<file path="config.mk">
export PLATFORM = sky130hd
export DESIGN_NAME = forwarding_hazard_unit_flat
export DESIGN_NICKNAME = d
export VERILOG_FILES = /design/src/rtl/forwarding_hazard_unit_pkg.sv /design/src/rtl/forwarding_hazard_unit_if.sv /design/src/rtl/forwarding_hazard_unit_fwd_sel_compare.sv /design/src/rtl/forwarding_hazard_unit.sv /design/src/flat_wrapper.sv
export SDC_FILE = /design/constraint.sdc
export NUM_CORES = 1
export LEC_CHECK = 0
export ABC_AREA = 1
export CORE_MARGIN = 4
export CORE_UTILIZATION = 40
export CTS_CLUSTER_SIZE = 40
export DETAILED_ROUTE_END_ITERATION = 10
export PLACE_DENSITY = 0.74
export SYNTH_ARGS = -nofsm -noshare
export SYNTH_HDL_FRONTEND = slang
export SYNTH_SLANG_ARGS = --single-unit
</file>
<file path="constraint.sdc">
create_clock -name clk -period 1.2 [get_ports clk]
set_input_delay 0.12 -clock clk [delete_from_list [all_inputs] [get_ports clk]]
set_output_delay 0.12 -clock clk [all_outputs]
set_load 0.05 [all_outputs]
</file>
<file path="src/rtl/forwarding_hazard_unit_pkg.sv">
// Shared pipeline definitions: forwarding-select encodings, widths and the shadow stage record.
// Also used by ExecuteStage, so the select constants must stay in step with its operand muxes.
package pipeline_pkg;

  localparam int REG_AW = 3;
  localparam int SEL_W  = 2;
  localparam int CNT_W  = 16;

  localparam logic [SEL_W-1:0] FWD_REGFILE = 2'b00;
  localparam logic [SEL_W-1:0] FWD_EM      = 2'b01;
  localparam logic [SEL_W-1:0] FWD_MWB     = 2'b10;

  typedef struct packed {
    logic              valid;
    logic [REG_AW-1:0] dst;
    logic              wb_en;
    logic              mem_read;
  } stage_rec_t;

  localparam stage_rec_t BUBBLE = '{valid: 1'b0, dst: '0, wb_en: 1'b0, mem_read: 1'b0};

  // A stage record "produces" an index when it holds a real instruction that writes it.
  function automatic logic rec_hit(input stage_rec_t rec, input logic [REG_AW-1:0] idx);
    return rec.valid & rec.wb_en & (rec.dst == idx);
  endfunction

endpackage

</file>
<file path="src/rtl/forwarding_hazard_unit_if.sv">
// Decode-to-hazard-unit bundle: decoded operand info in, forwarding selects and stall out.
// stall_cnt exists only when FHU_STALL_CNT_EN is defined.
interface forwarding_hazard_unit_if;
  import pipeline_pkg::*;

  logic              id_valid;
  logic [REG_AW-1:0] id_src_reg;
  logic              id_src_rd;
  logic [REG_AW-1:0] id_dst_reg;
  logic              id_dst_rd;
  logic              id_wb_en;
  logic              id_mem_read;
  logic              flush;
  logic [SEL_W-1:0]  FU_Src_Sel;
  logic [SEL_W-1:0]  FU_Dst_Sel;
  logic              stall;
`ifdef FHU_STALL_CNT_EN
  logic [CNT_W-1:0]  stall_cnt;
`endif

  modport master (
`ifdef FHU_STALL_CNT_EN
    input  stall_cnt,
`endif
    output id_valid, id_src_reg, id_src_rd, id_dst_reg, id_dst_rd,
    output id_wb_en, id_mem_read, flush,
    input  FU_Src_Sel, FU_Dst_Sel, stall
  );

  modport slave (
`ifdef FHU_STALL_CNT_EN
    output stall_cnt,
`endif
    input  id_valid, id_src_reg, id_src_rd, id_dst_reg, id_dst_rd,
    input  id_wb_en, id_mem_read, flush,
    output FU_Src_Sel, FU_Dst_Sel, stall
  );

endinterface

</file>
<file path="src/rtl/forwarding_hazard_unit_fwd_sel_compare.sv">
// Next-cycle forwarding select for one operand, from the EX and MEM shadow records.
// The younger EX producer wins over MEM; a load in EX cannot forward (its data is not ready yet).
module fwd_sel_compare
  import pipeline_pkg::*;
(
  input  logic [REG_AW-1:0] i_op_reg,
  input  logic              i_op_rd,
  input  stage_rec_t        i_ex_q,
  input  stage_rec_t        i_mem_q,
  output logic [SEL_W-1:0]  o_sel
);

  always_comb begin
    o_sel = FWD_REGFILE;
    if (i_op_rd && rec_hit(i_ex_q, i_op_reg) && !i_ex_q.mem_read)
      o_sel = FWD_EM;
    else if (i_op_rd && rec_hit(i_mem_q, i_op_reg))
      o_sel = FWD_MWB;
  end

endmodule

</file>
<file path="src/rtl/forwarding_hazard_unit.sv">
// Execute-stage forwarding/hazard unit: shadow EX/MEM destination records, registered selects, load-use stall.
// Optional saturating stall counter enabled by defining FHU_STALL_CNT_EN.
module forwarding_hazard_unit
  import pipeline_pkg::*;
(
  input logic                     clk,
  input logic                     rst,
  forwarding_hazard_unit_if.slave bus
);

  stage_rec_t       r_ex_q;
  stage_rec_t       r_mem_q;
  logic [SEL_W-1:0] r_src_sel;
  logic [SEL_W-1:0] r_dst_sel;
  logic [SEL_W-1:0] w_src_sel_nxt;
  logic [SEL_W-1:0] w_dst_sel_nxt;
  logic             w_stall;
  logic             w_load_ex;

  // Load in EX feeding an operand of the instruction in ID; a flush kills the consumer instead.
  assign w_stall = bus.id_valid & r_ex_q.valid & r_ex_q.mem_read & r_ex_q.wb_en & ~bus.flush
                 & ((bus.id_src_rd & (bus.id_src_reg == r_ex_q.dst))
                  | (bus.id_dst_rd & (bus.id_dst_reg == r_ex_q.dst)));

  assign w_load_ex = bus.id_valid & ~bus.flush & ~w_stall;

  fwd_sel_compare u_src_cmp (
    .i_op_reg (bus.id_src_reg),
    .i_op_rd  (bus.id_src_rd),
    .i_ex_q   (r_ex_q),
    .i_mem_q  (r_mem_q),
    .o_sel    (w_src_sel_nxt)
  );

  fwd_sel_compare u_dst_cmp (
    .i_op_reg (bus.id_dst_reg),
    .i_op_rd  (bus.id_dst_rd),
    .i_ex_q   (r_ex_q),
    .i_mem_q  (r_mem_q),
    .o_sel    (w_dst_sel_nxt)
  );

  // ID -> EX boundary: records advance and selects register with the instruction entering EX.
  always_ff @(posedge clk) begin
    if (rst) begin
      r_ex_q    <= BUBBLE;
      r_mem_q   <= BUBBLE;
      r_src_sel <= FWD_REGFILE;
      r_dst_sel <= FWD_REGFILE;
    end else begin
      r_mem_q <= r_ex_q;
      if (w_load_ex) begin
        r_ex_q    <= '{valid: 1'b1, dst: bus.id_dst_reg, wb_en: bus.id_wb_en,
                       mem_read: bus.id_mem_read};
        r_src_sel <= w_src_sel_nxt;
        r_dst_sel <= w_dst_sel_nxt;
      end else begin
        r_ex_q    <= BUBBLE;
        r_src_sel <= FWD_REGFILE;
        r_dst_sel <= FWD_REGFILE;
      end
    end
  end

  assign bus.FU_Src_Sel = r_src_sel;
  assign bus.FU_Dst_Sel = r_dst_sel;
  assign bus.stall      = w_stall;

`ifdef FHU_STALL_CNT_EN
  logic [CNT_W-1:0] r_stall_cnt;

  always_ff @(posedge clk) begin
    if (rst)
      r_stall_cnt <= '0;
    else if (w_stall && !(&r_stall_cnt))
      r_stall_cnt <= r_stall_cnt + 1'b1;
  end

  assign bus.stall_cnt = r_stall_cnt;
`endif

endmodule
</file>
<file path="src/flat_wrapper.sv">
// flat-port wrapper written by rule: the top's interface ports become plain ports
module forwarding_hazard_unit_flat import pipeline_pkg::*;
  (clk, rst, bus_id_valid, bus_id_src_reg, bus_id_src_rd, bus_id_dst_reg, bus_id_dst_rd, bus_id_wb_en, bus_id_mem_read, bus_flush, bus_FU_Src_Sel, bus_FU_Dst_Sel, bus_stall);
  forwarding_hazard_unit_if bus_i ();
  input logic clk;
  input logic rst;
  input wire logic [$bits(bus_i.id_valid)-1:0] bus_id_valid;
  input wire logic [$bits(bus_i.id_src_reg)-1:0] bus_id_src_reg;
  input wire logic [$bits(bus_i.id_src_rd)-1:0] bus_id_src_rd;
  input wire logic [$bits(bus_i.id_dst_reg)-1:0] bus_id_dst_reg;
  input wire logic [$bits(bus_i.id_dst_rd)-1:0] bus_id_dst_rd;
  input wire logic [$bits(bus_i.id_wb_en)-1:0] bus_id_wb_en;
  input wire logic [$bits(bus_i.id_mem_read)-1:0] bus_id_mem_read;
  input wire logic [$bits(bus_i.flush)-1:0] bus_flush;
  output wire logic [$bits(bus_i.FU_Src_Sel)-1:0] bus_FU_Src_Sel;
  output wire logic [$bits(bus_i.FU_Dst_Sel)-1:0] bus_FU_Dst_Sel;
  output wire logic [$bits(bus_i.stall)-1:0] bus_stall;
  assign bus_i.id_valid = bus_id_valid;
  assign bus_i.id_src_reg = bus_id_src_reg;
  assign bus_i.id_src_rd = bus_id_src_rd;
  assign bus_i.id_dst_reg = bus_id_dst_reg;
  assign bus_i.id_dst_rd = bus_id_dst_rd;
  assign bus_i.id_wb_en = bus_id_wb_en;
  assign bus_i.id_mem_read = bus_id_mem_read;
  assign bus_i.flush = bus_flush;
  assign bus_FU_Src_Sel = bus_i.FU_Src_Sel;
  assign bus_FU_Dst_Sel = bus_i.FU_Dst_Sel;
  assign bus_stall = bus_i.stall;
  forwarding_hazard_unit u_core (.clk(clk), .rst(rst), .bus(bus_i));
endmodule
</file>
==> impl_metrics.csv <==
group,metric,value,unit
critical_path,startpoint_type,"input port",
job,max_cap_violations,0,
pwr,pwr_density_cell,857.1,nW/um^2
critical_path,cp_max_fo,3,
sta,slew_headroom,72.04,%
sta,tightest_slew,418.9,ps
synth,syn-num-nets,110,
grt,grt_usage,12.38,%
grt,grt_pass1_wl,2.352,mm
synth,synth.distinct_cells,14,
synth,postSynthAreaPerCell,6.921,sq um
detailed_routing,drt_iter0_markers,4,
sta,finalSetupViolations,11,
finish,final_core_util,73.46,%
die,start_util,43.10,%
clocking,cts_buffer_depth,2,
clocking,clock-root-buffer,"clkbuf_4",
clocking,clk_pin_slew,100,ps
sta,max_freq,667.7,MHz
die,die_w,48.76,um
placed_design,gp_congestion,0.7943,
critical_path,path_class,"in2out",
die,die_area,2377,sq um
placed_design,dpl.hpwl,1.072,mm
critical_path,end_kind,"primary output",
sta,finalHoldViolCount,0,
synth,ys_seq_elements,15,
detailed_routing,vias_per_cell,4.459,
finish,antennaDiodeCount,0,
clocking,cts_hold_repair.buffers,0,
sta,worst_slack,-297.7,ps
die,row_count,14,
grt,grt_overflow,0,
clocking,htree_levels,1,
synth,synth_warnings,0,
outcome,outcome,"complete, but fails checks",
detailed_routing,met1Wirelength,607,um
die,core-area,1541,sq um
detailed_routing,route.met3.wl,100,um
critical_path,cp.arrival,1380,ps
grt,grt_max_degree,10,
pwr,power_leakage,0.4987,nW
die,die_h,48.76,um
synth,synth_area,664.4,sq um
sta,rsz0062_at_grt,"true",
sta,drv_slew,0,
grt,antenna_found_initial,0,
sta,setup_tns,-637.1,ps
detailed_routing,dr_wl_met2,750,um
clocking,clk-insertion-delay-late,290,ps
detailed_routing,wl_per_cell,10.45,um
sta,min_period,1498,ps
detailed_routing,dr.pass1.iters,3,
placed_design,numPortBuffers,18,
detailed_routing,wl,1.546,mm
finish,nNetsFinal,147,
synth,ys_seq_area_share,45.20,%
clocking,numClockSinks,15,
sta,min_period_over_period,124.8,%
detailed_routing,vias,660,
detailed_routing,drc,0,
outcome,violations,"setup timing",
critical_path,crit_required,1080,ps
finish,area_delta_synth_final,70.43,%
die,io_pins,19,
detailed_routing,top_layer,"met4",
detailed_routing,antenna_left,0,
synth,synth_cells,96,
sta,fin_skew,8.456,ps
grt,grt_pass1_vias,619,
clocking,tritoncts,"yes",
finish,drive_above_1_share,40.15,%
finish,fillers,129,
clocking,cts_buffers,3,
pwr,vdd_drop_max,0.0006676,V
min_path,min_path_type,"in2reg",
synth_stat cells:
master | number | area [sq um]
nor2_1 | 20 | 75.07
nor3_1 | 1 | 5.000
nand3_1 | 3 | 15.01
nor3b_2 | 1 | 12.51
or2_1 | 1 | 6.260
nand2_2 | 1 | 6.260
inv_2 | 1 | 3.750
nand2_4 | 1 | 11.26
xnor2_1 | 5 | 43.79
nand2_1 | 27 | 101.4
dfxtp_1 | 15 | 300.3
inv_1 | 16 | 60.06
nor2_2 | 3 | 18.77
o21ai_0 | 1 | 5.000
routing by layer:
metal,vias up,global-route usage (%)
met5,-,0
met4,0,5.381
met3,7,3.374
met2,20,21.52
met1,279,13.91
li1,354,-
what timing repair did:
| action | CTS | global route |
|---|---|---|
| pin swaps | 4 | 6 |
| setup endpoints to repair | 11 | 11 |
| buffers inserted | 1 | 2 |
| gates resized for setup | 10 | 18 |
| cloned | 1 | 0 |
metrics by stage:
step / total power, mW / hold slack, ps / std cells / instance area [sq um] / setup WS, ps
4_1_cts: 0.9582 / 349.2 / 147 / 1072 / -272.9
2_1_floorplan: 0.5752 / 191.2 / 96 / 668.1 / 99.30
6_report: 0.9706 / 226.9 / 148 / 1132 / -297.7
5_1_grt: 1.011 / 249.4 / 148 / 1132 / -408.5
3_3_place_gp: 0.6600 / 411.3 / 141 / 1001 / -253.7
3_5_place_dp: 0.6620 / 412.1 / 141 / 1001 / -287.1
layout make-up:
type                            instances  area, sq um  area share, %
Tap cell                               16        20.02          1.768
Sequential cell                        15        304.0          26.85
Inverter                               17        67.56          5.967
Clock inverter                          1        5.005         0.4420
Multi-Input combinational cell         65        379.1          33.48
Clock buffer                            3        22.52          1.989
Timing Repair Buffer                   31        334.1          29.50
power breakdown:
| part | switching, mW | total (mW) | leakage (nW) | internal [mW] |
|---|---|---|---|---|
| clock | 0.168 | 0.291 | 0.0177 | 0.124 |
| combinational | 0.0730 | 0.166 | 0.358 | 0.0932 |
| sequential | 0.00616 | 0.513 | 0.123 | 0.507 |
sequential cells by signal, indices dropped and copies added, names as in the netlist:
signal                 flops
u_core.bus.FU_Dst_Sel      2
u_core.r_mem_q             5
u_core.bus.FU_Src_Sel      2
u_core.r_ex_q              6
cell families after synthesis:
logic type,after synthesis,synth area share (%)
AO/OA/AOI/OAI,1,0.7526
flip-flops,15,45.20
buffers and inverters,17,9.604
AND/OR/NAND/NOR,58,37.85
XOR/XNOR,5,6.591
critical path, cell delays in order:
cell	delay, ps
clkdlybuf4s50_1	500
inv_2	60
nand2_1	70
nand2_2	70
nor2_2	120
nand2_1	70
nand2_1	70
nand2_2	70
clkinvlp_4	90
buf_12	130
placed cells by master (no fill, tap or decap), drive strengths merged:
master | netlist | layout
nand2 | 29 | 30
nor2 | 23 | 23
buf | 0 | 18
inv | 17 | 16
dfxtp | 15 | 15
clkdlybuf4s50 | 0 | 12
xnor2 | 5 | 5
nand3 | 3 | 3
clkbuf | 0 | 3
or2 | 1 | 1
nor3b | 1 | 1
clkinvlp | 0 | 1
o21ai | 1 | 1
nor3 | 1 | 1
clkinv | 0 | 1
dlymetal6s2s | 0 | 1
path summary, 6_finish.rpt:
check / start / end / slack, ps / cells after the start
worst max-delay path: bus_id_dst_reg[1] / bus_stall / -300 / 10
worst min-delay path: bus_id_dst_reg[2] / u_core.r_ex_q[4] / 230 / 4
worst max register to register: u_core.r_ex_q[2] / u_core.bus.FU_Src_Sel[0] / -50 / 10
worst min register to register: u_core.r_ex_q[1] / u_core.r_mem_q[1] / 420 / 2
(Power assumes the default switching activity.)
